[src/rtl/tl_mon_pkg.sv]
// Shared light codes, monitor states, fault causes and approach helpers for tl_conflict_monitor.
package tl_mon_pkg;

  localparam logic [2:0] LT_RED = 3'b100;
  localparam logic [2:0] LT_YEL = 3'b010;
  localparam logic [2:0] LT_GRN = 3'b001;
  localparam logic [2:0] LT_OFF = 3'b000;

  typedef enum logic [1:0] {
    ST_ALLRED,
    ST_RUN,
    ST_FAULT
  } state_e;

  localparam logic [2:0] FC_NONE      = 3'd0;
  localparam logic [2:0] FC_INVALID   = 3'd1;
  localparam logic [2:0] FC_CONFLICT  = 3'd2;
  localparam logic [2:0] FC_SHORT_YEL = 3'd3;
  localparam logic [2:0] FC_ILLEGAL   = 3'd4;
  localparam logic [2:0] FC_WDOG      = 3'd5;

  // Approaches 0 and 2 share axis A; 1 and 3 share axis B.
  function automatic logic isAxisA(input int idx);
    return (idx == 0) || (idx == 2);
  endfunction

  function automatic logic isLegal(input logic [2:0] code);
    return (code == LT_RED) || (code == LT_YEL) || (code == LT_GRN);
  endfunction

  function automatic logic [1:0] lowestIdx(input logic [3:0] v);
    logic [1:0] idx;
    idx = 2'd0;
    for (int i = 3; i >= 0; i--) begin
      if (v[i]) idx = 2'(i);
    end
    return idx;
  endfunction

endpackage

[src/rtl/tl_glitch_filter.sv]
// 3-bit debounce: a registered code becomes the stable code once it has held for GLITCH_CYC cycles.
module tl_glitch_filter
  import tl_mon_pkg::*;
#(
  parameter int unsigned GLITCH_CYC = 4
) (
  input  logic       clk_i,
  input  logic       reset_i,
  input  logic [2:0] raw_i,
  output logic [2:0] stable_o
);

  localparam int unsigned CW = $clog2(GLITCH_CYC + 1);

  logic [2:0]    raw_q;
  logic [2:0]    stable_q;
  logic [CW-1:0] cnt_q, cnt_d;

  // Any difference from the registered sample restarts the hold count.
  always_comb begin
    cnt_d = cnt_q;
    if (raw_i != raw_q) cnt_d = '0;
    else if (cnt_q != CW'(GLITCH_CYC)) cnt_d = cnt_q + 1'b1;
  end

  always_ff @(posedge clk_i) begin
    if (reset_i) begin
      raw_q    <= LT_RED;
      stable_q <= LT_RED;
      cnt_q    <= '0;
    end else begin
      raw_q <= raw_i;
      cnt_q <= cnt_d;
      if (cnt_d == CW'(GLITCH_CYC)) stable_q <= raw_q;
    end
  end

  assign stable_o = stable_q;

endmodule

[src/rtl/tl_conflict_monitor.sv]
// Safety stage between the light PIOs and the lamp drivers; latches faults and flashes red.
// Define TL_CONFLICT_MONITOR_WDOG_EN to add the software heartbeat watchdog (fault code 5).
module tl_conflict_monitor
  import tl_mon_pkg::*;
#(
  parameter int unsigned GLITCH_CYC     = 4,
  parameter int unsigned MIN_YELLOW_CYC = 150000000,
  parameter int unsigned ALLRED_CYC     = 50000000,
  parameter int unsigned FLASH_HALF_CYC = 25000000,
  parameter int unsigned WDOG_CYC       = 100000000
) (
  input  logic       clk_clk,
  input  logic       reset_reset,
  input  logic [2:0] tl_0_in,
  input  logic [2:0] tl_1_in,
  input  logic [2:0] tl_2_in,
  input  logic [2:0] tl_3_in,
  input  logic       clear_fault,
  input  logic       wdog_kick,
  output logic [2:0] tl_0_out,
  output logic [2:0] tl_1_out,
  output logic [2:0] tl_2_out,
  output logic [2:0] tl_3_out,
  output logic       fault,
  output logic [2:0] fault_code,
  output logic [1:0] fault_approach
);

  localparam int unsigned YW = $clog2(MIN_YELLOW_CYC + 1);

  logic [3:0][2:0]    rawIn;
  logic [3:0][2:0]    stable;
  logic [3:0][2:0]    prev_q;
  logic [3:0][2:0]    out_q;
  logic [3:0][YW-1:0] yelCnt_q;
  logic [31:0]        timer_q;
  state_e             state_q;
  logic [2:0]         code_q;
  logic [1:0]         appr_q;

  logic [3:0] invalidV, shortV, illegalV;
  logic       anyA, anyB, allRed;
  logic [2:0] detCode;
  logic [1:0] detAppr;

  assign rawIn = {tl_3_in, tl_2_in, tl_1_in, tl_0_in};

  for (genvar g = 0; g < 4; g++) begin : gFilt
    tl_glitch_filter #(.GLITCH_CYC(GLITCH_CYC)) uFilt (
      .clk_i   (clk_clk),
      .reset_i (reset_reset),
      .raw_i   (rawIn[g]),
      .stable_o(stable[g])
    );
  end

`ifdef TL_CONFLICT_MONITOR_WDOG_EN
  logic [31:0] wdogCnt_q;

  // Held at zero outside ST_RUN, so every entry into ST_RUN starts a fresh timeout.
  always_ff @(posedge clk_clk) begin
    if (reset_reset || wdog_kick || (state_q != ST_RUN)) wdogCnt_q <= '0;
    else if (wdogCnt_q != WDOG_CYC) wdogCnt_q <= wdogCnt_q + 32'd1;
  end
`else
  logic unusedWdog;
  assign unusedWdog = wdog_kick ^ (WDOG_CYC == 0);
`endif

  assign allRed = (stable == {4{LT_RED}});

  always_comb begin
    invalidV = '0;
    shortV   = '0;
    illegalV = '0;
    anyA     = 1'b0;
    anyB     = 1'b0;
    for (int i = 0; i < 4; i++) begin
      invalidV[i] = !isLegal(stable[i]);
      if (stable[i] != prev_q[i]) begin
        if ((prev_q[i] == LT_YEL) && (stable[i] == LT_RED))
          shortV[i] = (yelCnt_q[i] < YW'(MIN_YELLOW_CYC));
        else if (!(((prev_q[i] == LT_RED) && (stable[i] == LT_GRN)) ||
                   ((prev_q[i] == LT_GRN) && (stable[i] == LT_YEL))))
          illegalV[i] = 1'b1;
      end
      if (stable[i] != LT_RED) begin
        if (isAxisA(i)) anyA = 1'b1;
        else            anyB = 1'b1;
      end
    end

    // Lower cause codes take priority, then the lowest approach index.
    detCode = FC_NONE;
    detAppr = 2'd0;
    if (|invalidV) begin
      detCode = FC_INVALID;
      detAppr = lowestIdx(invalidV);
    end else if (anyA && anyB) begin
      detCode = FC_CONFLICT;
    end else if (|shortV) begin
      detCode = FC_SHORT_YEL;
      detAppr = lowestIdx(shortV);
    end else if (|illegalV) begin
      detCode = FC_ILLEGAL;
      detAppr = lowestIdx(illegalV);
    end
`ifdef TL_CONFLICT_MONITOR_WDOG_EN
    else if (wdogCnt_q == WDOG_CYC) begin
      detCode = FC_WDOG;
    end
`endif
  end

  always_ff @(posedge clk_clk) begin
    if (reset_reset) begin
      state_q  <= ST_ALLRED;
      timer_q  <= '0;
      out_q    <= {4{LT_RED}};
      code_q   <= FC_NONE;
      appr_q   <= 2'd0;
      prev_q   <= {4{LT_RED}};
      yelCnt_q <= '0;
    end else begin
      prev_q <= stable;
      for (int i = 0; i < 4; i++) begin
        if (stable[i] != LT_YEL) yelCnt_q[i] <= '0;
        else if (yelCnt_q[i] < YW'(MIN_YELLOW_CYC)) yelCnt_q[i] <= yelCnt_q[i] + 1'b1;
      end
      case (state_q)
        ST_ALLRED: begin
          out_q <= {4{LT_RED}};
          if (timer_q == ALLRED_CYC - 1) begin
            timer_q <= '0;
            if (allRed) state_q <= ST_RUN;
          end else begin
            timer_q <= timer_q + 32'd1;
          end
        end
        ST_RUN: begin
          if (detCode != FC_NONE) begin
            state_q <= ST_FAULT;
            code_q  <= detCode;
            appr_q  <= detAppr;
            out_q   <= {4{LT_RED}};
            timer_q <= '0;
          end else begin
            out_q <= stable;
          end
        end
        ST_FAULT: begin
          if (clear_fault && allRed) begin
            state_q <= ST_ALLRED;
            code_q  <= FC_NONE;
            appr_q  <= 2'd0;
            out_q   <= {4{LT_RED}};
            timer_q <= '0;
          end else if (timer_q == FLASH_HALF_CYC - 1) begin
            timer_q <= '0;
            out_q   <= (out_q[0] == LT_RED) ? {4{LT_OFF}} : {4{LT_RED}};
          end else begin
            timer_q <= timer_q + 32'd1;
          end
        end
        default: state_q <= ST_ALLRED;
      endcase
    end
  end

  assign tl_0_out       = out_q[0];
  assign tl_1_out       = out_q[1];
  assign tl_2_out       = out_q[2];
  assign tl_3_out       = out_q[3];
  assign fault          = (state_q == ST_FAULT);
  assign fault_code     = code_q;
  assign fault_approach = appr_q;

endmodule

[config.mk]
export PLATFORM = sky130hd
export DESIGN_NAME = tl_conflict_monitor
export DESIGN_NICKNAME = d
export VERILOG_FILES = /design/src/rtl/tl_mon_pkg.sv /design/src/rtl/tl_glitch_filter.sv /design/src/rtl/tl_conflict_monitor.sv
export SDC_FILE = /design/constraint.sdc
export NUM_CORES = 1
export LEC_CHECK = 0
export CAP_MARGIN = 40
export CORE_MARGIN = 4
export CORE_UTILIZATION = 32
export CTS_BUF_LIST = sky130_fd_sc_hd__clkbuf_2
export DETAILED_ROUTE_END_ITERATION = 8
export PLACE_DENSITY_LB_ADDON = 0.12
export SLEW_MARGIN = 25
export SYNTH_ARGS = -nofsm -noshare
export SYNTH_HDL_FRONTEND = slang
export SYNTH_SLANG_ARGS = --single-unit
[constraint.sdc]
create_clock -name clk_clk -period 3.1 [get_ports clk_clk]
set_input_delay 0.62 -clock clk_clk [delete_from_list [all_inputs] [get_ports clk_clk]]
set_output_delay 0.62 -clock clk_clk [all_outputs]
set_load 0.03 [all_outputs]
==> flow_summary.ini, run 1 <==
[clocking]
cts-root-buf = clkbuf_2
post-cts-setup-buffers = 0
cts_sinks = 211
htreeDepth = 2
cts_hold_buf = 0
cts.clk_slew.worst_paths_ns = 0.10
cts_buffer_depth = 3
cts_tree = yes
insertion_delay_ns = 0.86
cts_buffers = 58

[sta]
fin_crit_ns = 2.85
finalSetupTns_ns = 0
finalCritPeriodShare_pct = 92.0
setup_violations = 0
slew_headroom_pct = 56.0
final_hold_viol_count = 0
slew_violations = 0
finalClockSkew_ns = 0.0482
rsz0062_at_grt = no
tightestPinTransition_ns = 0.655
max_freq_mhz = 351
worst_slack_ns = 0.247
hold-worst-slack_ns = 0.177

[die]
die_h_um = 188
num_rows = 65
start_util_pct = 32.5
die_area_um2 = 35200
io_pins = 34
core_um2 = 31700
die_x_um = 188

[route]
drtAntennaViolNets = 0
drtPass1Iterations = 4
finalWirelength_um = 24400
wire_per_inst_um = 14.0
drt-vias-per-instance = 5.00
drt_iter0_drc = 344
drc = 0
vias = 8736

[placement]
place.detailed.hpwl_um = 16900
io_buffer_count = 32
routabilityCongestion = 0.787
dp_slack_ns = 0.256

[logic_synthesis]
yosys_warnings = 0
netlist.area_leader.share_pct = 40.9
yosys-top-cells-area = dfxtp_1 (41%), xor2_1 (5.4%), nor2_1 (5.3%), xnor2_1 (4.5%), nand2_1 (3.6%)
synthArstFlopShare_pct = 0
synth.most_common_cell = dfxtp_1
yosysTopAreaCell = dfxtp_1
synth_seq_cells = 211
syn_area_per_cell_um2 = 8.46
synth.top_cells.by_count = dfxtp_1 (211), nor2_1 (145), nand2_1 (98)
synth_cell_type_count = 71
syn-cell-area_um2 = 10300
synth_flop_cell = dfxtp_1
synth_nets = 1255
ys_seq_area_share_pct = 40.9
netlist_instances = 1220
synth_edf_count = 0

[global_routing]
grt_usage_pct = 13.7
grt_pass1_wl_um = 41200
antenna_found_initial = 1
grt_pass1_vias = 8313
grt_max_degree = 50
grt_overflow_total = 0

[run]
maxCapViolations = 0

[critical_path]
endpoint_kind = register
start_kind = register
critical_path_arrival_ns = 3.58
required_ns = 3.83
path_class = reg -> reg
crit_fanout = 41

[finish]
seqCellArea_um2 = 4220
multi_input_area_um2 = 5700
area_delta_synth_final_pct = 13.5
nets = 1331
utilization_pct = 36.9
drive_gt1_share_pct = 11.8
fillerInstances = 3391

[hold_path]
hp-class = in -> reg

[power_and_ir_drop]
power_leakage_nw = 3.99
p_per_area_nw_per_um2 = 413
irDropWorstVdd_uv = 226

[run_status]
outcome = completed
==> final timing paths <==
path                                                         startpoint                                      end  slack, ns  cells after the start
worst max-delay path            gFilt[2].uFilt.stable_o[0]$_SDFFE_PP0N_                  timer_q[3]$_SDFFE_PP0P_       0.25                      7
worst min register to register                 tl_3_out[1]$_SDFFE_PP0P_                 tl_3_out[1]$_SDFFE_PP0P_       0.47                      2
worst min-delay path                                        reset_reset  gFilt[1].uFilt.stable_o[2]$_SDFFE_PP1N_       0.18                      3
worst max register to register  gFilt[2].uFilt.stable_o[0]$_SDFFE_PP0N_                  timer_q[3]$_SDFFE_PP0P_       0.25                      7
==> report_power, final <==
group / total, mW / leakage [nW] / internal, mW / switching, mW
clock: 2.01 / 0.422 / 0.814 / 1.19
sequential: 2.73 / 1.70 / 2.72 / 0.0121
combinational: 0.0961 / 1.86 / 0.0460 / 0.0501
total: 4.84 / 3.99 / 3.58 / 1.26
==> sequential cells by signal, indices dropped and copies added, names as in the netlist <==
register / count
yelCnt_q: 112
timer_q: 32
gFilt.uFilt.cnt_q: 12
gFilt.uFilt.raw_q: 12
gFilt.uFilt.stable_o: 12
prev_q: 12
fault_code: 3
tl_0_out: 3
tl_1_out: 3
tl_2_out: 3
tl_3_out: 3
fault_approach: 2
state_q: 2
==> layout by cell type, fill, tap and decap left out, types with 41 or more instances in the layout <==
cell | netlist | final
nand2_1 | 98 | 98
nand3_1 | 57 | 57
inv_1 | 44 | 44
nor2_1 | 145 | 145
o21ai_0 | 45 | 45
xor2_1 | 64 | 64
clkbuf_2 | 0 | 98
a21oi_1 | 69 | 69
xnor2_1 | 53 | 53
nor3_1 | 45 | 45
dfxtp_1 | 211 | 211
nand4_1 | 41 | 41
==> kinds of logic (layout without fill, tap and decap cells) <==
group	after synthesis	after routing	share of synthesized area (%)
AND/OR/NAND/NOR	565	565	28.7
flip-flops	211	211	40.9
AO/OA/AOI/OAI	196	196	12.3
XOR/XNOR	117	117	9.93
buffers and inverters	92	214	3.88
multiplexers	20	20	1.94
adder cells (fa/ha/maj)	19	19	2.30
other	0	2	0
==> repair_timing <==
item	4_1_cts	5_1_grt
resized for setup	1	0
setup endpoints to repair	1	0
endpoints found under the hold margin	0	0
==> routing by layer <==
layer / share of wire [%] / track usage [%] / vias up
li1: - / - / 4548
met1: 51 / 18.7 / 4046
met2: 44 / 21.3 / 95
met3: 3.3 / 2.92 / 47
met4: 2.2 / 4.91 / 0
met5: 0 / 0 / -
==> area by class of cell <==
type	count	area share, %
Sequential cell	211	36.1
Timing Repair Buffer	64	5.08
Inverter	44	1.41
Clock buffer	98	4.19
Clock inverter	8	0.267
Tap cell	402	4.30
Multi-Input combinational cell	917	48.6
Antenna cell	2	0.0427
==> critical path: stages, from the launching register on <==
cell	delay, ns
dfxtp_1	0.56
xor2_1	0.11
o311ai_1	0.51
or4b_4	0.58
o41ai_4	0.36
buf_12	0.24
nor2_1	0.12
a32o_1	0.26
==> stage by stage <==
step / instances / total power [mW] / instance area, um^2
after floorplan: 1220 / 2.85 / 10300
after global placement: 1636 / 2.90 / 11200
after detailed placement: 1638 / 2.90 / 11200
after CTS: 1744 / 4.98 / 11700
after global routing: 1746 / 5.13 / 11700
final: 1746 / 4.84 / 11700
(Power assumes the default switching activity.)
==> inputs of run 2 (changes only) <==
--- a/config.mk
+++ b/config.mk
@@ -7,2 +7,3 @@
 export LEC_CHECK = 0
+export ABC_CLOCK_PERIOD_IN_PS = 3100
 export CAP_MARGIN = 40
@@ -13,3 +14,3 @@
 export PLACE_DENSITY_LB_ADDON = 0.12
-export SLEW_MARGIN = 25
+export SLEW_MARGIN = 15
 export SYNTH_ARGS = -nofsm -noshare
==> constraint.sdc (replaced) <==
create_clock -name clk_clk -period 3.1 [get_ports clk_clk]
set_input_delay 0.465 -clock clk_clk [delete_from_list [all_inputs] [get_ports clk_clk]]
set_output_delay 0.465 -clock clk_clk [all_outputs]
set_load 0.03 [all_outputs]
==> flow_summary.ini, run 2 (same netlist as run 1, synthesis figures left out) <==
[sta]
hold-worst-slack_ns = 0.218
rsz0062_at_grt = no
finalSetupTns_ns = 0
slew_violations = 0
final_hold_viol_count = 0
finalClockSkew_ns = 0.0536
max_freq_mhz = 345
slew_headroom_pct = 56.7
tightestPinTransition_ns = 0.650
fin_crit_ns = 2.90
finalCritPeriodShare_pct = 93.5
worst_slack_ns = 0.201
setup_violations = 0

[die]
die_area_um2 = 35200
die_h_um = 188
io_pins = 34
start_util_pct = 32.5
die_x_um = 188
core_um2 = 31700
num_rows = 65

[finish]
final_cell_area_um2 = 11800
area_delta_synth_final_pct = 14.2
drive_gt1_share_pct = 11.8
top_regs = yelCnt_q x112, timer_q x32
mostFrequentLayoutCell = dfxtp_1
nets = 1341
layout_common_cells = dfxtp_1 (211), nor2_1 (145), nand2_1 (98), clkbuf_2 (92), a21oi_1 (69)
top_register = yelCnt_q
largest_reg_flops = 112

[run_status]
outcome = completed

[route]
drt_iter0_drc = 375
vias = 8796
drt-vias-per-instance = 5.01
finalWirelength_um = 24700
drtPass1Iterations = 5
drtAntennaViolNets = 0
drc = 0
wire_per_inst_um = 14.1

[critical_path]
critPathMaxStageDelay_ns = 0.75
rrSetupSlack_ns = 0.28
start_kind = register
reg2reg_depth = 9
endpoint_kind = primary output
r2r_end = timer_q[31]$_SDFFE_PP0P_
crit_chain = inv_1, ha_1, clkdlybuf4s50_1
critPathTopFamily = buffers and inverters
required_ns = 2.63
path_class = reg -> out
crit_fanout = 6
r2r-start = yelCnt_q[36]$_SDFFE_PP0N_
critical_path_arrival_ns = 2.43
crit_slowest_cell = clkdlybuf4s50_1
cp.buffers_inverters = 2

[clocking]
htreeDepth = 2
cts_sinks = 211
cts_buffers = 60
insertion_delay_ns = 0.87
cts.clk_slew.worst_paths_ns = 0.10
cts_tree = yes
cts-root-buf = clkbuf_2
cts_buffer_depth = 3

[power_and_ir_drop]
p_per_area_nw_per_um2 = 409
p_clk_share_pct = 41.2
total_power_mw = 4.82
irDropWorstVdd_uv = 211
p_int_mw = 3.55
sw_frac_of_total_pct = 26.3
seqPwrFrac_pct = 56.8
pwr-share-comb_pct = 2.0
power_leakage_nw = 4.01
p_sw_mw = 1.27

[hold_path]
hold_depth = 2
hp-class = in -> reg
hold_start = tl_2_in[2]
min_to = gFilt[2].uFilt.raw_q[2]$_SDFF_PP1_

[global_routing]
grt_usage_pct = 13.9
grt_pass1_vias = 8383
grt_pass1_wl_um = 41800
grt_overflow_total = 0
antenna_found_initial = 1
grt_max_degree = 50

[placement]
placed_area_um2 = 11200
routabilityCongestion = 0.771
dp_slack_ns = 0.242
place.detailed.hpwl_um = 16900
io_buffer_count = 32

[run]
maxCapViolations = 0
## run 2: changes by cell type in the layout (fill, tap and decap cells not counted), sizes merged
cell,before,now
buf,33,40
clkbuf,98,92
clkdlybuf4s50,30,31
clkinv,8,16
dlygate4sd2,1,0
dlygate4sd3,0,1
## run 2: area by class of cell
class / instances / area, um^2
timing repair buffer: 72 / 673
fill: 3345 / 19900
clock buffer: 92 / 460
inverter: 44 / 165
multi-input combinational: 917 / 5690
clock inverter: 16 / 61.3
tap: 402 / 503
antenna: 2 / 5.00
sequential: 211 / 4220
## run 2: power by group through the flow
stage / Combinational (mW) / Clock, mW / Sequential, mW
6_report: 0.0970 / 1.99 / 2.73
4_1_cts: 0.0989 / 2.12 / 2.74
3_3_place_gp: 0.0977 / 0 / 2.80
5_1_grt: 0.109 / 2.26 / 2.74
2_1_floorplan: 0.0584 / 0 / 2.80
3_5_place_dp: 0.0976 / 0 / 2.80
## run 2: worst max path at each step
stage,from,endpoint,slack [ns],cells after the start
3_3_place_gp,gFilt[1].uFilt.stable_o[2]$_SDFFE_PP1N_,timer_q[5]$_SDFFE_PP0P_,0.28,8
3_5_place_dp,gFilt[1].uFilt.stable_o[2]$_SDFFE_PP1N_,timer_q[3]$_SDFFE_PP0P_,0.24,8
5_1_grt,state_q[0]$_SDFFE_PP0P_,fault,0.005,3
4_1_cts,state_q[0]$_SDFFE_PP0P_,fault,0.08,3
2_1_floorplan,gFilt[1].uFilt.stable_o[0]$_SDFFE_PP0N_,timer_q[2]$_SDFFE_PP0P_,0.53,8
6_report,state_q[0]$_SDFFE_PP0P_,fault,0.20,3
## run 2: per-stage QoR
| step | instances | util, % |
|---|---|---|
| 2_1_floorplan | 1220 | - |
| 3_3_place_gp | 1639 | 35.2 |
| 3_5_place_dp | 1643 | 35.4 |
| 4_1_cts | 1752 | 37.1 |
| 5_1_grt | 1756 | 37.2 |
| 6_report | 1756 | 37.2 |
## run 2: what timing repair did
action	CTS	global route
endpoints found under the hold margin	3	0
resized for setup	0	0
buffers inserted	0	2
endpoints found under the setup margin	0	1
hold buffers	1	0
## run 2: per-layer routing
| metal | GRT usage, % | part of all wire (%) | vias to the layer above | routed length (um) |
|---|---|---|---|---|
| li1 | - | - | 4573 | - |
| met1 | 19.0 | 50 | 4050 | 12300 |
| met2 | 22.1 | 44 | 121 | 10900 |
| met3 | 2.85 | 3.7 | 52 | 905 |
| met4 | 4.60 | 2.3 | 0 | 560 |
| met5 | 0 | 0 | - | 0 |
## run 2: worst register-to-register path: stages (launching register included)
cell and delay [ns]:
dfxtp_1 0.35, a2111oi_0 0.53, o211ai_1 0.32, a21oi_1 0.25
buf_4 0.17, a211o_1 0.18, o41ai_4 0.11, buf_12 0.18
or4_1 0.55, a21oi_1 0.15
